[src/rtl/alu_pkg.sv]
// Shared definitions for the ALU command issuer: opcodes, FSM states and the
// packed command word that travels through the command FIFO.
package alu_pkg;

    localparam logic [2:0] OP_ADD = 3'b000;
    localparam logic [2:0] OP_SUB = 3'b001;
    localparam logic [2:0] OP_MUL = 3'b010;
    localparam logic [2:0] OP_DIV = 3'b011;
    localparam logic [2:0] OP_AND = 3'b100;
    localparam logic [2:0] OP_OR  = 3'b101;
    localparam logic [2:0] OP_XOR = 3'b110;

    localparam int CMD_W = 19;

    typedef enum logic [1:0] {
        ST_IDLE  = 2'd0,
        ST_ISSUE = 2'd1,
        ST_WAIT  = 2'd2,
        ST_RESP  = 2'd3
    } state_e;

    typedef struct packed {
        logic [2:0] op;
        logic [7:0] a;
        logic [7:0] b;
    } cmd_t;

    function automatic cmd_t pack_cmd(input logic [2:0] op, input logic [7:0] a, input logic [7:0] b);
        cmd_t c;
        c.op = op;
        c.a  = a;
        c.b  = b;
        return c;
    endfunction

endpackage

[src/rtl/alu_cmd_issuer_if.sv]
// Bundle of the command, ALU start/done and response handshakes around the issuer.
// slave = issuer view, master = host/ALU environment view.
interface alu_cmd_issuer_if;

    logic        cmd_valid;
    logic        cmd_ready;
    logic [2:0]  cmd_op;
    logic [7:0]  cmd_a;
    logic [7:0]  cmd_b;

    logic        alu_start;
    logic [2:0]  alu_op;
    logic [7:0]  alu_a;
    logic [7:0]  alu_b;
    logic        alu_done;
    logic [15:0] alu_result;

    logic        rsp_valid;
    logic        rsp_ready;
    logic [15:0] rsp_result;
    logic [2:0]  rsp_op;
    logic        rsp_err;

    logic        busy;

    modport slave (
        input  cmd_valid, cmd_op, cmd_a, cmd_b,
        output cmd_ready,
        output alu_start, alu_op, alu_a, alu_b,
        input  alu_done, alu_result,
        output rsp_valid, rsp_result, rsp_op, rsp_err,
        input  rsp_ready,
        output busy
    );

    modport master (
        output cmd_valid, cmd_op, cmd_a, cmd_b,
        input  cmd_ready,
        input  alu_start, alu_op, alu_a, alu_b,
        output alu_done, alu_result,
        input  rsp_valid, rsp_result, rsp_op, rsp_err,
        output rsp_ready,
        input  busy
    );

endinterface

[src/rtl/alu_cmd_issuer_fifo.sv]
// Small synchronous command FIFO; the head entry is visible combinationally so
// the issuer can load it in the same cycle it pops.
module alu_cmd_fifo
    import alu_pkg::*;
#(
    parameter int DEPTH = 4,
    parameter int WIDTH = CMD_W
) (
    input  logic             clk,
    input  logic             reset,
    input  logic             push,
    input  logic [WIDTH-1:0] din,
    input  logic             pop,
    output logic [WIDTH-1:0] dout,
    output logic             full,
    output logic             empty
);

    localparam int AW = $clog2(DEPTH);

    logic [WIDTH-1:0] mem [DEPTH];
    logic [AW:0]      wr_ptr_reg;
    logic [AW:0]      rd_ptr_reg;
    logic             do_push;
    logic             do_pop;

    // Extra pointer MSB distinguishes full from empty when the index bits match.
    assign empty   = (wr_ptr_reg == rd_ptr_reg);
    assign full    = (wr_ptr_reg[AW] != rd_ptr_reg[AW]) &&
                     (wr_ptr_reg[AW-1:0] == rd_ptr_reg[AW-1:0]);
    assign do_push = push && !full;
    assign do_pop  = pop && !empty;
    assign dout    = mem[rd_ptr_reg[AW-1:0]];

    always_ff @(posedge clk) begin
        if (reset) begin
            wr_ptr_reg <= '0;
            rd_ptr_reg <= '0;
        end else begin
            if (do_push) wr_ptr_reg <= wr_ptr_reg + 1'b1;
            if (do_pop)  rd_ptr_reg <= rd_ptr_reg + 1'b1;
        end
    end

    always_ff @(posedge clk) begin
        if (do_push) mem[wr_ptr_reg[AW-1:0]] <= din;
    end

endmodule

[src/rtl/alu_cmd_issuer.sv]
// Issues buffered ALU commands one at a time over a start/done interface and
// returns each result (or a timeout error) on a valid/ready response port.
module alu_cmd_issuer
    import alu_pkg::*;
#(
    parameter int DEPTH   = 4,
    parameter int TIMEOUT = 64
) (
    input  logic              clk,
    input  logic              reset,
    alu_cmd_issuer_if.slave   bus
);

    localparam int CW = $clog2(TIMEOUT);

    state_e          state_reg;
    logic [CW-1:0]   cnt_reg;
    logic            done_q_reg;
    logic            alu_start_reg;
    logic [2:0]      alu_op_reg;
    logic [7:0]      alu_a_reg;
    logic [7:0]      alu_b_reg;
    logic            rsp_valid_reg;
    logic [15:0]     rsp_result_reg;
    logic [2:0]      rsp_op_reg;
    logic            rsp_err_reg;

    logic            fifo_full;
    logic            fifo_empty;
    logic            fifo_push;
    logic            fifo_pop;
    cmd_t            fifo_din;
    cmd_t            fifo_head;
    logic            done_rise;

    assign fifo_push = bus.cmd_valid && !fifo_full;
    assign fifo_pop  = (state_reg == ST_IDLE) && !fifo_empty;
    assign fifo_din  = pack_cmd(bus.cmd_op, bus.cmd_a, bus.cmd_b);
    assign done_rise = bus.alu_done && !done_q_reg;

    alu_cmd_fifo #(
        .DEPTH (DEPTH),
        .WIDTH (CMD_W)
    ) u_fifo (
        .clk   (clk),
        .reset (reset),
        .push  (fifo_push),
        .din   (fifo_din),
        .pop   (fifo_pop),
        .dout  (fifo_head),
        .full  (fifo_full),
        .empty (fifo_empty)
    );

    always_ff @(posedge clk) begin
        if (reset) begin
            state_reg      <= ST_IDLE;
            cnt_reg        <= '0;
            done_q_reg     <= 1'b0;
            alu_start_reg  <= 1'b0;
            alu_op_reg     <= '0;
            alu_a_reg      <= '0;
            alu_b_reg      <= '0;
            rsp_valid_reg  <= 1'b0;
            rsp_result_reg <= '0;
            rsp_op_reg     <= '0;
            rsp_err_reg    <= 1'b0;
        end else begin
            // Edge detector runs in every state so a level left high from an
            // earlier op never counts as a fresh completion.
            done_q_reg <= bus.alu_done;
            case (state_reg)
                ST_IDLE: begin
                    if (!fifo_empty) begin
                        alu_op_reg    <= fifo_head.op;
                        alu_a_reg     <= fifo_head.a;
                        alu_b_reg     <= fifo_head.b;
                        alu_start_reg <= 1'b1;
                        state_reg     <= ST_ISSUE;
                    end
                end
                ST_ISSUE: begin
                    alu_start_reg <= 1'b0;
                    cnt_reg       <= '0;
                    state_reg     <= ST_WAIT;
                end
                ST_WAIT: begin
                    cnt_reg <= cnt_reg + 1'b1;
                    if (done_rise) begin
                        rsp_result_reg <= bus.alu_result;
                        rsp_op_reg     <= alu_op_reg;
                        rsp_err_reg    <= 1'b0;
                        rsp_valid_reg  <= 1'b1;
                        state_reg      <= ST_RESP;
                    end else if (cnt_reg == CW'(TIMEOUT - 1)) begin
                        rsp_result_reg <= '0;
                        rsp_op_reg     <= alu_op_reg;
                        rsp_err_reg    <= 1'b1;
                        rsp_valid_reg  <= 1'b1;
                        state_reg      <= ST_RESP;
                    end
                end
                ST_RESP: begin
                    if (bus.rsp_ready) begin
                        rsp_valid_reg <= 1'b0;
                        state_reg     <= ST_IDLE;
                    end
                end
                default: state_reg <= ST_IDLE;
            endcase
        end
    end

    assign bus.cmd_ready  = !fifo_full;
    assign bus.alu_start  = alu_start_reg;
    assign bus.alu_op     = alu_op_reg;
    assign bus.alu_a      = alu_a_reg;
    assign bus.alu_b      = alu_b_reg;
    assign bus.rsp_valid  = rsp_valid_reg;
    assign bus.rsp_result = rsp_result_reg;
    assign bus.rsp_op     = rsp_op_reg;
    assign bus.rsp_err    = rsp_err_reg;
    assign bus.busy       = (state_reg != ST_IDLE) || !fifo_empty;

endmodule

[src/flat_wrapper.sv]
// flat-port wrapper written by rule: the top's interface ports become plain ports
module alu_cmd_issuer_flat import alu_pkg::*;
#(
    parameter int DEPTH   = 4,
    parameter int TIMEOUT = 64
)
  (clk, reset, bus_cmd_valid, bus_cmd_op, bus_cmd_a, bus_cmd_b, bus_cmd_ready, bus_alu_start, bus_alu_op, bus_alu_a, bus_alu_b, bus_alu_done, bus_alu_result, bus_rsp_valid, bus_rsp_result, bus_rsp_op, bus_rsp_err, bus_rsp_ready, bus_busy);
  alu_cmd_issuer_if bus_i ();
  input  logic clk;
  input  logic reset;
  input wire logic [$bits(bus_i.cmd_valid)-1:0] bus_cmd_valid;
  input wire logic [$bits(bus_i.cmd_op)-1:0] bus_cmd_op;
  input wire logic [$bits(bus_i.cmd_a)-1:0] bus_cmd_a;
  input wire logic [$bits(bus_i.cmd_b)-1:0] bus_cmd_b;
  output wire logic [$bits(bus_i.cmd_ready)-1:0] bus_cmd_ready;
  output wire logic [$bits(bus_i.alu_start)-1:0] bus_alu_start;
  output wire logic [$bits(bus_i.alu_op)-1:0] bus_alu_op;
  output wire logic [$bits(bus_i.alu_a)-1:0] bus_alu_a;
  output wire logic [$bits(bus_i.alu_b)-1:0] bus_alu_b;
  input wire logic [$bits(bus_i.alu_done)-1:0] bus_alu_done;
  input wire logic [$bits(bus_i.alu_result)-1:0] bus_alu_result;
  output wire logic [$bits(bus_i.rsp_valid)-1:0] bus_rsp_valid;
  output wire logic [$bits(bus_i.rsp_result)-1:0] bus_rsp_result;
  output wire logic [$bits(bus_i.rsp_op)-1:0] bus_rsp_op;
  output wire logic [$bits(bus_i.rsp_err)-1:0] bus_rsp_err;
  input wire logic [$bits(bus_i.rsp_ready)-1:0] bus_rsp_ready;
  output wire logic [$bits(bus_i.busy)-1:0] bus_busy;
  assign bus_i.cmd_valid = bus_cmd_valid;
  assign bus_i.cmd_op = bus_cmd_op;
  assign bus_i.cmd_a = bus_cmd_a;
  assign bus_i.cmd_b = bus_cmd_b;
  assign bus_cmd_ready = bus_i.cmd_ready;
  assign bus_alu_start = bus_i.alu_start;
  assign bus_alu_op = bus_i.alu_op;
  assign bus_alu_a = bus_i.alu_a;
  assign bus_alu_b = bus_i.alu_b;
  assign bus_i.alu_done = bus_alu_done;
  assign bus_i.alu_result = bus_alu_result;
  assign bus_rsp_valid = bus_i.rsp_valid;
  assign bus_rsp_result = bus_i.rsp_result;
  assign bus_rsp_op = bus_i.rsp_op;
  assign bus_rsp_err = bus_i.rsp_err;
  assign bus_i.rsp_ready = bus_rsp_ready;
  assign bus_busy = bus_i.busy;
  alu_cmd_issuer #(.DEPTH(DEPTH), .TIMEOUT(TIMEOUT)) u_core (.clk(clk), .reset(reset), .bus(bus_i));
endmodule
[config.mk]
export PLATFORM = sky130hd
export DESIGN_NAME = alu_cmd_issuer_flat
export DESIGN_NICKNAME = d
export VERILOG_FILES = /design/src/rtl/alu_pkg.sv /design/src/rtl/alu_cmd_issuer_if.sv /design/src/rtl/alu_cmd_issuer_fifo.sv /design/src/rtl/alu_cmd_issuer.sv /design/src/flat_wrapper.sv
export SDC_FILE = /design/constraint.sdc
export NUM_CORES = 1
export LEC_CHECK = 0
export BUFFER_PORTS_ARGS = -buffer_cell sky130_fd_sc_hd__buf_2
export CORE_MARGIN = 3
export CORE_UTILIZATION = 58
export DETAILED_ROUTE_END_ITERATION = 16
export GPL_TIMING_DRIVEN = 0
export PLACE_DENSITY = 0.81
export SKIP_CTS_REPAIR_TIMING = 1
export SLEW_MARGIN = 20
export SYNTH_ARGS = -nofsm -noshare
export SYNTH_HDL_FRONTEND = slang
export SYNTH_HIERARCHICAL = 1
export SYNTH_SLANG_ARGS = --single-unit
[constraint.sdc]
create_clock -name clk -period 7.4 [get_ports clk]
set_input_delay 0.37 -clock clk [delete_from_list [all_inputs] [get_ports clk]]
set_output_delay 0.37 -clock clk [all_outputs]
set_load 0.01 [all_outputs]
# --- After elaboration in Yosys (flattened, before gate mapping) ---
# Memory sizes are Yosys's and may differ from the RTL's. A register that Yosys moved wholly into a read port is not among the register bits.
# Index checks and enable logic that the tools add are counted.
# Widths: inputs -> output; s select.
word_totals:
  reg_bits: 37
  ramBits: 76
  input_bits: 40
  word_cells: 65
  mem_count: 1
mem_list:
  columns: ["name", "depth", "word_bits", "rd", "rd_ports_with_merged_regs", "write_ports", "line", "text"]
  rows:
  - ["u_core.u_fifo.mem", 4, 19, 1, 1, 1, "alu_cmd_issuer_fifo.sv:21", "logic [WIDTH-1:0] mem [DEPTH];"]
op_classes:
  addsub: 3
  n_eq_ne: 10
  n_mux: 19
  bitwise: 1
  n_reduce_logical: 21
ops:
  columns: ["op", "n"]
  rows:
  - ["$mux 16", 2]
  - ["$pmux 6 s2", 1]
  - ["$reduce_bool 2->1", 5]
  - ["$mux 2", 4]
  - ["$pmux 2 s4", 1]
  - ["$mux 1", 7]
  - ["$add 3x1->3 const B", 2]
  - ["$add 6x1->6 const B", 1]
  - ["$eq 6x6->1 const B", 1]
  - ["$logic_and 1x1->1", 6]
  - ["$mux 3", 2]
  - ["$reduce_and 2->1", 3]
  - ["$reduce_and 3->1", 2]
  - ["$eq 2x2->1 const B", 2]
  - ["$ne 2x2->1 const B", 2]
  - ["$pmux 1 s2", 2]
  - ["$eq 3x3->1", 1]
  - ["$logic_not 1->1", 3]
  - ["$ne 3x1->1 const B", 1]
  - ["$eq 2x1->1 const B", 1]
  - ["$eq 2x2->1", 1]
  - ["$logic_not 2->1", 1]
  - ["$logic_or 1x1->1", 1]
  - ["$ne 1x1->1", 1]
  - ["$not 1->1", 1]

# --- Longest topological paths before layout ---
# Gate-level depths: netlist of the first run.
depth:
  depth_word: 7
  ltp_mapped: 10

# --- By module ---
# The synthesis of the first run kept the hierarchy.
modules_own_cells:
  columns: ["module", "instances", "cells_each", "area_each_um2", "seq_area_each_um2"]
  rows:
  - ["alu_cmd_fifo", 1, 167, 3313.2, 2442.3]
  - ["alu_cmd_issuer", 1, 203, 1900.6, 1001.0]

# --- Least setup slack after synthesis of the first run ---
# No wires, ideal clock.
synth_timing:
  path_kind: "reg-to-reg"
  start: "reg u_core.u_fifo.rd_ptr_reg[1]"
  end: "mem u_core/u_fifo/mem[3][0] in the netlist's numbering, enable pin"
  arrival_ns: 2.285
  t_required_ns: 6.993
  slack_ns: 4.708
  path_stages_with_launch: 8
  n_path_buf: 1
  synth_period_minus_slack_ns: 2.692
  cell_sequence: "dfxtp_1 clkbuf_4 xnor2_1 nand2_1 nor2_1 nor2b_1 nand2_1 a31oi_1"
synth_between:
  elab_chain_len: 7
synth_rtl:
  columns: ["item", "line", "text"]
  rows:
  - ["from (decl)", "alu_cmd_issuer_fifo.sv:23", "logic [AW:0] rd_ptr_reg;"]
  - ["from (signal assigned)", "alu_cmd_issuer_fifo.sv:41", "if (do_pop) rd_ptr_reg <= rd_ptr_reg + 1'b1;"]
  - ["$eq 2x2->1", "alu_cmd_issuer_fifo.sv:30", "(wr_ptr_reg[AW-1:0] == rd_ptr_reg[AW-1:0]);"]
  - ["$logic_and 1x1->1", "alu_cmd_issuer_fifo.sv:29", "assign full = (wr_ptr_reg[AW] != rd_ptr_reg[AW]) &&"]
  - ["net u_core.fifo_full", "alu_cmd_issuer.sv:28", "logic fifo_full;"]
  - ["$logic_not 1->1", "alu_cmd_issuer.sv:36", "assign fifo_push = bus.cmd_valid && !fifo_full;"]
  - ["$logic_and 1x1->1", "alu_cmd_issuer.sv:36", null]
  - ["net u_core.fifo_push", "alu_cmd_issuer.sv:30", "logic fifo_push;"]
  - ["$logic_and 1x1->1", "alu_cmd_issuer_fifo.sv:31", "assign do_push = push && !full;"]
  - ["$mux 1", "alu_cmd_issuer_fifo.sv:46", "if (do_push) mem[wr_ptr_reg[AW-1:0]] <= din;"]
  - ["$mux 1 (implied by the code)", "alu_cmd_issuer_fifo.sv:46", null]
  - ["to (decl)", "alu_cmd_issuer_fifo.sv:21", null]
# The timed path passes the listed nets, and every way through them passes these cells.

# --- Worst setup path in the final report of the first run ---
layout_timing:
  start: "reg u_core.u_fifo.wr_ptr_reg[0]"
  end: "mem u_core/u_fifo/mem[2][0] in the netlist's numbering, enable pin"
layout_between:
  elab_chain_len: 7
layout_rtl:
  columns: ["item", "line", "text"]
  rows:
  - ["from (decl)", "alu_cmd_issuer_fifo.sv:22", "logic [AW:0] wr_ptr_reg;"]
  - ["from (signal assigned)", "alu_cmd_issuer_fifo.sv:40", "if (do_push) wr_ptr_reg <= wr_ptr_reg + 1'b1;"]
  - ["$eq 2x2->1", "alu_cmd_issuer_fifo.sv:30", null]
  - ["$logic_and 1x1->1", "alu_cmd_issuer_fifo.sv:29", null]
  - ["net u_core.fifo_full", "alu_cmd_issuer.sv:28", null]
  - ["$logic_not 1->1", "alu_cmd_issuer.sv:36", null]
  - ["$logic_and 1x1->1", "alu_cmd_issuer.sv:36", null]
  - ["net u_core.fifo_push", "alu_cmd_issuer.sv:30", null]
  - ["$logic_and 1x1->1", "alu_cmd_issuer_fifo.sv:31", null]
  - ["$mux 1", "alu_cmd_issuer_fifo.sv:46", null]
  - ["$mux 1 (implied by the code)", "alu_cmd_issuer_fifo.sv:46", null]
# The timed path passes the listed nets, and every way through them passes these cells.

==> out/qor.yml, run 1 <==
floorplanning:
  core_mm2: 0.00846
  row_count: 33
  initial_core_util_pct: 61.6
  io_pins: 83
  dieArea_mm2: 0.0102
  die_h_um: 101
  die_x_um: 101
sta:
  timing.setup.tns_ps: 0
  relSlewSlack_pct: 29.4
  setup_viol_count_final: 0
  layout_min_cycle_time_ps: 3130
  finalHoldViolCount: 0
  slew_violations: 0
  tightest_slew_ps: 1060
  setup_ws_ps: 4270
  fmax_ghz: 0.320
  post-route-period-util_pct: 42.2
  fin_skew_ps: 20.7
  rsz0062_at_grt: "false"
worst_hold_path:
  hold_path.startpoint: "bus_cmd_a[7]"
  hp-class: "in2reg"
  worstHoldEndpoint: "u_core/u_fifo/mem[2][15]$_DFFE_PP_"
  hold_path_depth: 1
clock_tree:
  numCtsBuffers: 17
  ctsRootBufferMaster: "clkbuf_8"
  cts_tree: "done"
  clock_latency_ps: 520
  htreeDepth: 4
  cts_max_path_buffers: 2
  clk_pin_slew_ps: 60
  clock_sinks: 134
power:
  p_leak_nw: 2.44
  p_per_area_mw_per_mm2: 388
  peakVddDrop_mv: 0.212
synthesis:
  synthDistinctLibCells: 44
  ys_seq_area_share_pct: 66.0
  synth_edf_count: 76
  syn_nets: 421
  async_reset_ff_share_pct: 0
  synth_cells: 370
  ys_ff_latch: 134
  yosys_most_used_dff: "edfxtp_1"
  syn_area_mm2: 0.00521
  syn_area_per_cell_um2: 14.1
  yosysWarnings: 6
setup_path:
  path_delay_family: "simple AND/OR/NAND/NOR gates"
  cpMaxStageDelayCell: "and2_1"
  crit_path_cell_trace: "xnor2_1 > nand2_1 > nor2_1 > nor2b_1 > inv_1 > a31oi_1 > and2_1"
  worstPathArrival_ps: 3250
  rr_worst_depth: 7
  cp_num_cells: 7
  slowest_delay_ps: 880
  start_kind: "register"
  cp_max_fo: 19
  critPathBufInv: 1
  r2r-end: "u_core/u_fifo/mem[2][0]$_DFFE_PP_"
  reg2reg_from: "u_core/u_fifo/wr_ptr_reg[0]$_SDFFE_PP0P_"
  rrSetupSlack_ps: 4270
  crit_start: "u_core/u_fifo/wr_ptr_reg[0]$_SDFFE_PP0P_"
  path_class: "reg2reg"
  cp-end-kind: "register"
  crit_required_ps: 7530
cells_and_area:
  drive_above_1_share_pct: 33.0
  utilization_pct: 75.3
  syn2layout_area_growth_pct: 22.3
  largest_register_ffs: 76
  nets: 523
  antenna_cells: 0
run_status:
  status: "complete, no violations"
grt:
  grt_pass1_wl_um: 17500
  grt_pass1_vias: 3493
  grt_overflow: 0
  track_usage_pct: 23.4
  grt_max_degree: 20
  antenna_found_initial: 1
route:
  via_per_inst: 5.71
  dr.first_iter.drc_count: 131
  finalWirelength_um: 11000
  drtPass1Iterations: 5
  wire_per_inst_um: 18.7
  route.detailed.drc: 0
  drt.antenna.violating_nets: 0
  vias: 3371
place:
  port_buffers: 82
  gp_congestion: 0.870
  dp_hpwl_um: 6890
  post-place-ws_ps: 4400
job:
  cap_violations: 0
## Yosys cell counts, types with 2 or more instances
library cell / n / share of area, %
xnor2_1: 4 / 0.67
o211ai_1: 5 / 0.72
buf_2: 5 / 0.48
buf_6: 2 / 0.43
a22o_2: 10 / 1.9
o21ai_0: 8 / 0.77
nand4_1: 4 / 0.48
nor2_1: 11 / 0.79
and2_1: 3 / 0.36
edfxtp_1: 76 / 44
a22o_1: 6 / 1.0
nand3_1: 6 / 0.58
mux4_2: 19 / 8.2
nor2b_1: 2 / 0.24
nand2b_1: 4 / 0.48
a41oi_1: 3 / 0.50
a21oi_1: 29 / 2.8
xor2_1: 6 / 1.0
mux2i_1: 2 / 0.38
nand2_1: 50 / 3.6
nor3b_1: 4 / 0.58
clkbuf_1: 7 / 0.50
a31oi_1: 6 / 0.72
inv_1: 10 / 0.72
or3_1: 2 / 0.24
ha_1: 11 / 2.6
dfxtp_1: 58 / 22
## cells by family after synthesis
family | count (synthesis) | synth area share (%)
buf+inv | 28 | 2.76
simple gates | 91 | 8.14
flops | 134 | 66.0
mux | 21 | 8.59
compound gates | 75 | 10.2
xor+xnor | 10 | 1.68
fa+ha+maj | 11 | 2.64
## metal layers
layer	wire [um]	vias to the layer above	part of all wire, %	global-route usage [%]
met2	5550	148	50	40.1
li1	-	1593	-	-
met3	854	10	7.8	7.61
met1	4450	1618	40	27.3
met5	7	-	0.064	0
met4	145	2	1.3	8.81
## stage by stage
stage               hold WS [ps]  power, mW  area, um2  cells
finish                      58.8       2.47       6380    590
global route                49.2       2.60       6380    590
CTS                         38.5       2.49       6380    590
detailed placement           445       1.66       5800    558
global placement             440       1.63       5760    557
floorplan                    459       1.43       5210    370
## worst max-delay path by stage
| stage | to | slack, ps |
|---|---|---|
| detailed placement | u_core/u_fifo/mem[2][1]$_DFFE_PP_ | 4400 |
| global placement | u_core/u_fifo/mem[3][1]$_DFFE_PP_ | 3730 |
| CTS | u_core/u_fifo/mem[2][0]$_DFFE_PP_ | 4330 |
| global route | u_core/u_fifo/mem[2][0]$_DFFE_PP_ | 4080 |
| finish | u_core/u_fifo/mem[2][0]$_DFFE_PP_ | 4270 |
| floorplan | u_core/u_fifo/mem[3][0]$_DFFE_PP_ | 4710 |
## cell usage in the layout, fill, tap and decap left out, types with 5 or more instances in the layout
cell type	synthesis	routed
xor2_1	6	6
edfxtp_1	76	76
a31oi_1	6	5
a22o_1	6	6
clkbuf_1	7	8
clkinv_4	0	6
dfxtp_1	58	58
ha_1	11	11
buf_2	5	87
clkbuf_16	0	16
inv_1	10	10
nand3_1	6	6
o21ai_0	8	8
nor2_1	11	11
a21oi_1	29	29
nand2_1	50	50
a22o_2	10	10
mux4_2	19	19
o211ai_1	5	5
## where the power goes
group	internal, mW	leakage [nW]	total (mW)	switching, mW
Sequential	0.935	1.17	1.01	0.0715
Clock	0.492	0.283	0.809	0.317
Combinational	0.244	0.986	0.657	0.412
Total	1.67	2.44	2.47	0.801
## final cells by class
cell class	instances	area, um2
clock inverters	13	148
fillers	505	2090
flip-flops and latches	134	3440
well taps	105	131
multi-input cells	208	1640
repair buffers	83	438
plain buffers	18	106
inverters	10	37.5
clock buffers	19	432
Power figures use the tool's default switching activity.
==> inputs of run 2 (changes only) <==
--- a/config.mk
+++ b/config.mk
@@ -7,10 +7,10 @@
 export LEC_CHECK = 0
 export BUFFER_PORTS_ARGS = -buffer_cell sky130_fd_sc_hd__buf_2
 export CORE_MARGIN = 3
-export CORE_UTILIZATION = 58
+export CORE_UTILIZATION = 50
 export DETAILED_ROUTE_END_ITERATION = 16
 export GPL_TIMING_DRIVEN = 0
-export PLACE_DENSITY = 0.81
+export PLACE_DENSITY = 0.75
 export SKIP_CTS_REPAIR_TIMING = 1
 export SLEW_MARGIN = 20
 export SYNTH_ARGS = -nofsm -noshare
==> constraint.sdc (replaced) <==
create_clock -name clk -period 2.6 [get_ports clk]
set_input_delay 0.13 -clock clk [delete_from_list [all_inputs] [get_ports clk]]
set_output_delay 0.13 -clock clk [all_outputs]
set_load 0.01 [all_outputs]
==> run 2 against run 1 <==
Via count is 3.8% higher. Design area is 7.0% higher. Cell count is 11% higher. Combinational power grew to 2.9 times the previous value. Clock skew is 5.1 ps lower. Sequential cell count stayed put.
==> out/qor.yml, run 2 (synthesis results as in run 1) <==
run_status:
  status: "complete, no violations"
cells_and_area:
  antenna_cells: 0
  largest_register_ffs: 76
  nets: 560
  drive_above_1_share_pct: 32.2
  layoutNonFillerInstCount: 655
  final_common_cell: "buf_2"
  final_cell_mix: "buf_2 (87), edfxtp_1 (76), dfxtp_1 (57)"
  syn2layout_area_growth_pct: 30.9
clock_tree:
  clock_latency_ps: 510
  htreeDepth: 4
  ctsRootBufferMaster: "clkbuf_8"
  cts_max_path_buffers: 2
  clk_pin_slew_ps: 60
  numCtsBuffers: 17
  clock_sinks: 134
  cts_tree: "done"
route:
  finalWirelength_um: 11000
  wire_per_inst_um: 16.7
  dr.first_iter.drc_count: 175
  route.detailed.drc: 0
  vias: 3499
  via_per_inst: 5.34
  drt.antenna.violating_nets: 0
  drtPass1Iterations: 4
floorplanning:
  row_count: 36
  die_x_um: 108
  initial_core_util_pct: 52.4
  dieArea_mm2: 0.0117
  core_mm2: 0.00995
  io_pins: 83
  die_h_um: 108
grt:
  grt_max_degree: 20
  grt_overflow: 0
  antenna_found_initial: 0
  track_usage_pct: 19.0
  grt_pass1_vias: 3375
  grt_pass1_wl_um: 16700
setup_path:
  path_class: "reg2reg"
  crit_required_ps: 2740
  start_kind: "register"
  cp-end-kind: "register"
  worstPathArrival_ps: 2680
  cp_max_fo: 19
job:
  cap_violations: 0
sta:
  layout_min_cycle_time_ps: 2540
  fin_skew_ps: 15.7
  tightest_slew_ps: 632
  fmax_ghz: 0.394
  finalHoldViolCount: 0
  setup_ws_ps: 61.6
  setup_viol_count_final: 0
  post-route-period-util_pct: 97.6
  rsz0062_at_grt: "true"
  slew_violations: 0
  relSlewSlack_pct: 57.9
  whs_ps: 44.6
power:
  peakVddDrop_mv: 0.875
  total_power_mw: 7.07
  p_leak_nw: 2.60
  p_per_area_mw_per_mm2: 1040
worst_hold_path:
  hp-class: "in2reg"
place:
  port_buffers: 82
  post-place-ws_ps: -402
  dp_cells: 585
  dp_hpwl_um: 6800
  gp_congestion: 0.794
run 2: critical path, stage by stage, from the launching register on:
cell and delay [ps]:
dfxtp_1 530, xnor2_4 170, nand2_1 190, nor2_1 90, nor2b_1 330, inv_1 100, a31oi_1 210, and2_2 540
run 2: worst paths after layout:
| path | start | cells after the start | slack [ps] | endpoint |
|---|---|---|---|---|
| worst max-delay path | u_core/u_fifo/rd_ptr_reg[0]$_SDFFE_PP0P_ | 7 | 60 | u_core/u_fifo/mem[2][0]$_DFFE_PP_ |
| worst min-delay path | reset | 3 | 40 | u_core/state_reg[1]$_SDFFE_PP0P_ |
| worst max register to register | u_core/u_fifo/rd_ptr_reg[0]$_SDFFE_PP0P_ | 7 | 60 | u_core/u_fifo/mem[2][0]$_DFFE_PP_ |
| worst min register to register | u_core/bus.alu_b[6]$_SDFFE_PP0P_ | 2 | 450 | u_core/bus.alu_b[6]$_SDFFE_PP0P_ |
run 2: area by class of cell:
| cell class | count | area [um2] |
|---|---|---|
| Buffer | 18 | 108 |
| Clock inverter | 14 | 159 |
| Sequential cell | 134 | 3440 |
| Tap cell | 133 | 166 |
| Inverter | 10 | 37.5 |
| Multi-Input combinational cell | 208 | 1680 |
| Clock buffer | 18 | 428 |
| Fill cell | 681 | 3130 |
| Timing Repair Buffer | 120 | 801 |
run 2: stage by stage:
| step | TNS (ps) | instance area, um2 | utilization, % |
|---|---|---|---|
| 2_1_floorplan | 0 | 5220 | - |
| 3_3_place_gp | -26570 | 5800 | 58.2 |
| 3_5_place_dp | -25120 | 5810 | 58.3 |
| 4_1_cts | -25900 | 6390 | 64.2 |
| 5_1_grt | -9080 | 6830 | 68.6 |
| 6_report | 0 | 6830 | 68.6 |
run 2: routing by layer:
metal	GRT usage (%)	wire length, um	vias up	share of wire [%]
met5	0	0	-	0
met4	8.30	130	0	1.2
met3	5.19	485	10	4.4
met2	31.6	5770	90	53
met1	23.3	4580	1726	42
li1	-	-	1673	-
run 2: power by group:
group          internal (mW)  switching, mW
clock network           1.34          0.971
logic                  0.764           1.13
registers               2.66          0.209
total                   4.77           2.31
==> inputs of run 3 (changes only) <==
--- a/config.mk
+++ b/config.mk
@@ -5,7 +5,7 @@
 export SDC_FILE = /design/constraint.sdc
 export NUM_CORES = 1
 export LEC_CHECK = 0
-export BUFFER_PORTS_ARGS = -buffer_cell sky130_fd_sc_hd__buf_2
+export BUFFER_PORTS_ARGS = -buffer_cell sky130_fd_sc_hd__clkbuf_2
 export CORE_MARGIN = 3
 export CORE_UTILIZATION = 50
 export DETAILED_ROUTE_END_ITERATION = 16
==> run 3 against run 2 <==
Sequential cell count unchanged. First-iteration DRC count up 37%. Hold slack worse by 34 ps. Clock skew down 7.6 ps. Cell count down 0.15%. Fmax up 5.2%. Sequential power about the same. Design area up 0.35%.
==> out/qor.yml, run 3 (synthesis results as in run 1) <==
run_status:
  status: "complete, no violations"
route:
  route.detailed.drc: 0
  dr.first_iter.drc_count: 239
  drt.antenna.violating_nets: 0
  via_per_inst: 5.43
  finalWirelength_um: 11300
  drtPass1Iterations: 5
  wire_per_inst_um: 17.3
  vias: 3550
sta:
  post-route-period-util_pct: 92.8
  tightest_slew_ps: 630
  fmax_ghz: 0.414
  finalHoldViolCount: 0
  slew_violations: 0
  setup_viol_count_final: 0
  setup_ws_ps: 186
  layout_min_cycle_time_ps: 2410
  fin_skew_ps: 8.10
  relSlewSlack_pct: 58.0
worst_hold_path:
  worstHoldEndpoint: "u_core/bus.rsp_valid$_SDFFE_PP0P_"
  hold_path_depth: 4
  hold_path.startpoint: "bus_rsp_ready"
  hp-class: "in2reg"
setup_path:
  cp_max_fo: 16
  path_class: "reg2reg"
  rr_worst_depth: 9
  worstPathArrival_ps: 2790
  rrSetupSlack_ps: 190
  crit_start: "u_core/u_fifo/wr_ptr_reg[0]$_SDFFE_PP0P_"
  crit_required_ps: 2970
  cp-end-kind: "register"
  reg2reg_from: "u_core/u_fifo/wr_ptr_reg[0]$_SDFFE_PP0P_"
  start_kind: "register"
clock_tree:
  clk_pin_slew_ps: 60
  numCtsBuffers: 17
  clock_latency_ps: 510
  htreeDepth: 4
  cts_tree: "done"
  cts_max_path_buffers: 2
  ctsRootBufferMaster: "clkbuf_8"
  clock_sinks: 134
power:
  seq_power_share_pct: 39.7
  p_leak_nw: 2.59
  power_frac_comb_pct: 26.6
  p_int_mw: 4.91
  power.switching_mw: 2.32
  pwr-share-clk_pct: 33.7
  total_power_mw: 7.23
  p_per_area_mw_per_mm2: 1060
  peakVddDrop_mv: 0.662
  switching_share_pct: 32.1
place:
  post-place-ws_ps: -389
  dpl_cell_area_mm2: 0.00581
  dp_hpwl_um: 6830
  port_buffers: 82
  gp_congestion: 0.796
cells_and_area:
  largest_register_ffs: 76
  nets: 559
  stdcell_area_mm2: 0.00685
  final_cell_mix: "clkbuf_2 (83), edfxtp_1 (76), dfxtp_1 (58)"
  syn2layout_area_growth_pct: 31.4
  utilization_pct: 68.8
  final_common_cell: "clkbuf_2"
  antenna_cells: 0
  drive_above_1_share_pct: 32.2
  fill_cells: 674
floorplanning:
  dieArea_mm2: 0.0117
  io_pins: 83
  initial_core_util_pct: 52.4
  die_h_um: 108
  die_x_um: 108
  core_mm2: 0.00995
  row_count: 36
grt:
  grt_overflow: 0
  grt_pass1_vias: 3440
  grt_max_degree: 20
  antenna_found_initial: 0
  track_usage_pct: 19.6
  grt_pass1_wl_um: 17300
job:
  cap_violations: 0
[run 3: worst max path at each step]
| stage | cells past startpoint | to |
|---|---|---|
| finish | 9 | register |
| global route | 9 | register |
| CTS | 7 | u_core/u_fifo/mem[0][0]$_DFFE_PP_ |
| detailed placement | 7 | u_core/u_fifo/mem[1][4]$_DFFE_PP_ |
| global placement | 6 | u_core/u_fifo/mem[3][4]$_DFFE_PP_ |
| floorplan | 7 | u_core/u_fifo/mem[3][0]$_DFFE_PP_ |
[run 3: final cells by class]
type	instances	area, um2	area share, %
plain buffers	18	108	1.57
repair buffers	119	791	11.5
flip-flops and latches	134	3440	50.3
multi-input cells	208	1700	24.8
clock inverters	15	194	2.83
inverters	10	37.5	0.548
well taps	133	166	2.43
clock buffers	17	414	6.05
[run 3: critical path: stages (launching register included)]
cell,delay (ps)
dfxtp_1,580
xnor2_4,230
nand2_1,210
nor2_1,210
nand2b_1,160
inv_1,60
clkbuf_2,240
nor3b_1,230
a21oi_1,240
o211ai_1,130
[run 3: power groups by stage]
stage / combinational (mW) / sequential, mW / clock, mW
global route: 2.14 / 2.91 / 2.58
global placement: 1.75 / 2.88 / 0
CTS: 1.82 / 2.87 / 2.47
detailed placement: 1.80 / 2.90 / 0
floorplan: 1.16 / 2.92 / 0
finish: 1.92 / 2.87 / 2.44
[run 3: routing by layer]
metal  up-vias  share of wire, %  track usage (%)
met5         -                 0                0
met3        10               5.8             5.49
met2       119                52             32.3
li1       1667                 -                -
met1      1754                41             24.5
met4         0               1.2             7.94
[run 3: stage by stage]
| step | setup TNS [ps] | hold slack, ps | instances |
|---|---|---|---|
| 2_1_floorplan | 0 | 229 | 370 |
| 3_3_place_gp | -26320 | 344 | 585 |
| 3_5_place_dp | -24710 | 351 | 585 |
| 4_1_cts | -25710 | -184 | 617 |
| 5_1_grt | -55.2 | 8.45 | 654 |
| 6_report | 0 | 10.2 | 654 |
